$ cat src/rtl/z_result_stage_pkg.sv
// Shared definitions for the Z result stage.
// - WIDTH_DEF : default width of one bus beat and of each Z half
// - entry_width(): packed FIFO entry width for the {wide, hi, lo} record
// - S_LO / S_HI : serialiser state encodings (low beat / high beat)
package z_result_stage_pkg;

  localparam int unsigned WIDTH_DEF = 32;

  // Entry layout, MSB first: {wide, hi[WIDTH-1:0], lo[WIDTH-1:0]}
  function automatic int unsigned entry_width(input int unsigned w);
    return 2 * w + 1;
  endfunction

  localparam int unsigned ENTRY_W_DEF = 2 * WIDTH_DEF + 1;

  localparam logic S_LO = 1'b0;
  localparam logic S_HI = 1'b1;

endpackage

$ cat src/rtl/z_result_stage_result_fifo.sv
// Generic register FIFO, DEPTH entries of EW bits.
// Ports:
//   clk, clr_n   : clock, asynchronous active-low reset
//   push, wdata  : write wdata at the tail (caller ensures !full)
//   pop          : drop the head entry (caller ensures !empty)
//   rdata        : current head entry
//   full, empty  : occupancy flags, derived from the entry count
module z_result_stage_result_fifo #(
  parameter int unsigned EW    = 65,
  parameter int unsigned DEPTH = 2,
  localparam int unsigned PtrW = (DEPTH > 1) ? $clog2(DEPTH) : 1,
  localparam int unsigned CntW = $clog2(DEPTH + 1)
) (
  input  logic          clk,
  input  logic          clr_n,
  input  logic          push,
  input  logic [EW-1:0] wdata,
  input  logic          pop,
  output logic [EW-1:0] rdata,
  output logic          full,
  output logic          empty
);

  logic [EW-1:0]   mem_q [DEPTH];
  logic [PtrW-1:0] wr_ptr_q, rd_ptr_q;
  logic [CntW-1:0] count_q, count_d;

  // DEPTH is a power of two, so pointers wrap by plain overflow.
  always_comb begin
    count_d = count_q;
    unique case ({push, pop})
      2'b10:   count_d = count_q + CntW'(1);
      2'b01:   count_d = count_q - CntW'(1);
      default: count_d = count_q;
    endcase
  end

  always_ff @(posedge clk or negedge clr_n) begin
    if (!clr_n) begin
      wr_ptr_q <= '0;
      rd_ptr_q <= '0;
      count_q  <= '0;
      for (int i = 0; i < int'(DEPTH); i++) mem_q[i] <= '0;
    end else begin
      if (push) begin
        mem_q[wr_ptr_q] <= wdata;
        wr_ptr_q        <= wr_ptr_q + PtrW'(1);
      end
      if (pop) rd_ptr_q <= rd_ptr_q + PtrW'(1);
      count_q <= count_d;
    end
  end

  assign rdata = mem_q[rd_ptr_q];
  assign full  = (count_q == CntW'(DEPTH));
  assign empty = (count_q == '0);

endmodule

$ cat src/rtl/z_result_stage.sv
// Z result stage: captures ALU results into the Z register pair and
// serialises buffered results onto the internal bus (lo beat, then hi beat
// for wide results).
// Ports:
//   clk, clr_n                 : clock, asynchronous active-low reset
//   alu_valid/alu_ready        : ALU result handshake
//   alu_wide, alu_lo, alu_hi   : result payload (hi ignored when narrow)
//   bus_valid/bus_ready        : bus beat handshake
//   bus_data, bus_hi           : current beat and its half indicator
//   zlo, zhi                   : architectural Zlow / Zhigh
//   busy                       : results pending
module z_result_stage
  import z_result_stage_pkg::*;
#(
  parameter int unsigned WIDTH = WIDTH_DEF,
  parameter int unsigned DEPTH = 2
) (
  input  logic             clk,
  input  logic             clr_n,
  input  logic             alu_valid,
  output logic             alu_ready,
  input  logic             alu_wide,
  input  logic [WIDTH-1:0] alu_lo,
  input  logic [WIDTH-1:0] alu_hi,
  output logic             bus_valid,
  input  logic             bus_ready,
  output logic [WIDTH-1:0] bus_data,
  output logic             bus_hi,
  output logic [WIDTH-1:0] zlo,
  output logic [WIDTH-1:0] zhi,
  output logic             busy
);

  localparam int unsigned EW = entry_width(WIDTH);

  logic             push, pop, full, empty, beat_done;
  logic [EW-1:0]    head;
  logic             head_wide;
  logic [WIDTH-1:0] head_hi, head_lo;
  logic             state_q, state_d;
  logic [WIDTH-1:0] zlo_q, zhi_q;

  z_result_stage_result_fifo #(
    .EW    (EW),
    .DEPTH (DEPTH)
  ) u_fifo (
    .clk   (clk),
    .clr_n (clr_n),
    .push  (push),
    .wdata ({alu_wide, alu_hi, alu_lo}),
    .pop   (pop),
    .rdata (head),
    .full  (full),
    .empty (empty)
  );

  assign head_wide = head[2*WIDTH];
  assign head_hi   = head[2*WIDTH-1:WIDTH];
  assign head_lo   = head[WIDTH-1:0];

  // Ready comes only from registered occupancy: a full FIFO never accepts,
  // even if the head is popped in the same cycle.
  assign alu_ready = !full;
  assign push      = alu_valid && alu_ready;

  assign bus_valid = !empty;
  assign beat_done = bus_valid && bus_ready;
  // A wide entry leaves the FIFO only after its high beat.
  assign pop       = beat_done && ((state_q == S_HI) || !head_wide);

  always_comb begin
    state_d = state_q;
    if (beat_done) state_d = ((state_q == S_LO) && head_wide) ? S_HI : S_LO;
  end

  always_ff @(posedge clk or negedge clr_n) begin
    if (!clr_n) begin
      state_q <= S_LO;
      zlo_q   <= '0;
      zhi_q   <= '0;
    end else begin
      state_q <= state_d;
      if (push) begin
        zlo_q <= alu_lo;
        zhi_q <= alu_wide ? alu_hi : '0;  // narrow ops clear Zhigh
      end
    end
  end

  assign bus_data = (state_q == S_HI) ? head_hi : head_lo;
  assign bus_hi   = (state_q == S_HI);
  assign zlo      = zlo_q;
  assign zhi      = zhi_q;
  assign busy     = !empty;

endmodule
$ cat config.mk
export PLATFORM = sky130hd
export DESIGN_NAME = z_result_stage
export DESIGN_NICKNAME = d
export VERILOG_FILES = /design/src/rtl/z_result_stage_pkg.sv /design/src/rtl/z_result_stage_result_fifo.sv /design/src/rtl/z_result_stage.sv
export SDC_FILE = /design/constraint.sdc
export NUM_CORES = 1
export LEC_CHECK = 0
export ABC_AREA = 1
export BUFFER_PORTS_ARGS = -buffer_cell sky130_fd_sc_hd__buf_4
export CAP_MARGIN = 20
export CORE_AREA = 5 5 176 178
export DETAILED_ROUTE_END_ITERATION = 6
export DIE_AREA = 0 0 181 183
export GPL_TIMING_DRIVEN = 0
export SYNTH_ARGS = -nofsm -noshare
export SYNTH_HDL_FRONTEND = slang
export SYNTH_SLANG_ARGS = --single-unit
$ cat constraint.sdc
create_clock -name clk -period 1.45 [get_ports clk]
set_input_delay 0.145 -clock clk [delete_from_list [all_inputs] [get_ports clk]]
set_output_delay 0.145 -clock clk [all_outputs]
set_load 0.02 [all_outputs]
==> results_dict.tcl <==
set metrics [dict create \
    startpoint_type "register" \
    slew_viol_final 0 \
    final-hold-violation-count 0 \
    syn2layout_area_growth_pct 47.0 \
    ys_seq_elements 199 \
    diodes 0 \
    dp_slack_ps -431 \
    power.density_nw_per_um2 2430 \
    worst_slack_ps -418 \
    antenna_found_initial 0 \
    portBuffers 167 \
    arrival_ps 1720 \
    tightest_slew_ps 593 \
    p_leak_uw 0.00622 \
    clk_path_buf_depth 2 \
    fill_cells 2814 \
    worst-path-max-fanout 6 \
    hp-class "in2reg" \
    max_slew_margin_pct 60.5 \
    wl_met3_um 1320 \
    power_uw 30800 \
    rsz0062_at_grt "true" \
    dr.pass1.iters 5 \
    grt_usage_pct 16.9 \
    grt_pass1_wl_um 44300 \
    cts_root_buf "clkbuf_16" \
    criticalPathCategory "reg2out" \
    wl_met2_um 14000 \
    cap_violations 0 \
    cts.sinks 199 \
    stdcell_count 1713 \
    clk_pin_slew_ps 70 \
    core_um2 29200 \
    drc 0 \
    yosys_warnings 0 \
    place.gp.congestion 0.828 \
    drt_iter0_markers 513 \
    required_ps 1310 \
    routedWlPerCell_um 16.6 \
    layout-drive-gt1-share_pct 28.6 \
    peakVddDrop_mv 1.15 \
    highest_layer "met4" \
    max_freq_mhz 535 \
    dp.cells 1602 \
    clk_latency_ps 440 \
    grt_pass1_vias 7933 \
    nNetsFinal 1380 \
    violations "negative setup slack" \
    ioPinCount 169 \
    skew_ps 12.2 \
    m1WireLength_um 12500 \
    chipHeight_um 183 \
    overflow 0 \
    syn_area_um2 8630 \
    die_area_um2 33100 \
    final_area_um2 12700 \
    cts_buffers 17 \
    syn_inst 1044 \
    dp_hpwl_um 19800 \
    vias 7881 \
    yosys.cell_types.count 20 \
    ant_nets 0 \
    syn_avg_cell_area_um2 8.26 \
    finalCriticalPeriod_ps 1870 \
    period_share_pct 129 \
    yosysSeqAreaShare_pct 57.7 \
    syn_nets 1114 \
    run_status "finished, violations left" \
    initial_core_util_pct 29.5 \
    tns_ps -12100 \
    endpoint_kind "primary output" \
    setup_viol 34 \
    grt_max_degree 107 \
    cts_tree "yes" \
    dpl_cell_area_um2 10400 \
    fp.dieW_um 181 \
    via_per_inst 4.60 \
    num_rows 63 \
    htreeDepth 4 \
    wl_um 28400 \
]
-- timing repair --
item | 4_1_cts | 5_1_grt
pin swaps | 17 | 16
gates cloned | 4 | 2
hold endpoints to repair | 283 | 0
buffers inserted | 7 | 2
resized for setup | 202 | 103
hold buffers | 65 | 0
endpoints found under the setup margin | 142 | 202
-- cells in the mapped netlist, drive strengths merged --
| cell | n | area (um2) |
|---|---|---|
| a21oi | 64 | 320 |
| buf | 41 | 236 |
| clkbuf | 28 | 105 |
| dfrtp | 199 | 4980 |
| ha | 1 | 12.5 |
| inv | 77 | 289 |
| nand2 | 431 | 1640 |
| nand3 | 3 | 15.0 |
| nor2 | 4 | 38.8 |
| o21ai | 194 | 971 |
| xnor2 | 1 | 8.76 |
| xor2 | 1 | 8.76 |
-- state kept, by name, indices dropped and copies added, names as in the netlist --
signal	cells
u_fifo.rd_ptr_q	1
u_fifo.wr_ptr_q	1
u_fifo.count_q	2
u_fifo.mem_q	130
bus_hi	1
zlo	32
zhi	32
-- critical path: stages, from the launching register on --
cell	delay, ps
dfrtp_2	430
inv_4	70
buf_12	150
clkbuf_16	170
a21oi_4	150
o21ai_4	90
nand2_2	100
buf_6	120
-- per-layer routing --
layer | GRT usage [%] | vias up
met3 | 3.19 | 34
met1 | 22.0 | 3810
met5 | 0 | -
li1 | - | 3830
met2 | 28.7 | 207
met4 | 5.07 | 0
-- power by group --
group | total [uW] | switching (uW) | internal (uW)
clock | 4790 | 2230 | 2570
sequential | 9310 | 1260 | 8040
combinational | 16700 | 9870 | 6850
-- final cells by class --
type                    count  area [um2]  share of cell area, %
multi-input cells         699        3490                   27.5
flip-flops and latches    199        4980                   39.3
plain buffers              69         594                   4.69
repair buffers            247        2260                   17.8
clock inverters            13         143                   1.12
well taps                 390         488                   3.85
clock buffers              19         433                   3.41
inverters                  77         302                   2.38
-- cell usage in the layout, fill, tap and decap left out, drive strengths merged --
cell type    count
bufinv           2
dfrtp          199
inv             82
o21ai          194
nand3            3
a21oi           64
clkinv           4
nor2             4
xnor2            1
buf            218
dlygate4sd3     65
nand2          431
clkinvlp         2
xor2             1
clkbuf          52
ha               1
-- path summary, 6_finish.rpt --
path / slack [ps] / cells after the start / from / end
setup reg to reg: -200 / 11 / u_fifo.rd_ptr_q$_DFFE_PN0P_ / u_fifo.count_q[1]$_DFFE_PN0P_
max in group asynchronous: 280 / 3 / clr_n / u_fifo.mem_q[109]$_DFFE_PN0P_
hold / removal: 140 / 3 / alu_wide / zhi[21]$_DFFE_PN0N_
setup / recovery: -420 / 7 / u_fifo.rd_ptr_q$_DFFE_PN0P_ / bus_data[25]
hold reg to reg: 470 / 2 / u_fifo.mem_q[80]$_DFFE_PN0P_ / u_fifo.mem_q[80]$_DFFE_PN0P_
min in group asynchronous: 290 / 2 / clr_n / zlo[24]$_DFFE_PN0N_
-- kinds of logic (layout without fill, tap and decap cells) --
family	count (synthesis)	count (layout)	share of synthesized area, %
flip-flops	199	199	57.7
adder cells (fa/ha/maj)	1	1	0.145
AO/OA/AOI/OAI	258	258	15.0
buffers and inverters	146	425	7.31
AND/OR/NAND/NOR	438	438	19.7
XOR/XNOR	2	2	0.203
-- stage by stage --
stage	hold WS [ps]	util, %
floorplan	-151	-
CTS	109	42.1
detailed placement	268	35.7
finish	137	43.4
global placement	366	35.6
global route	151	43.4
(Power assumes the default switching activity.)
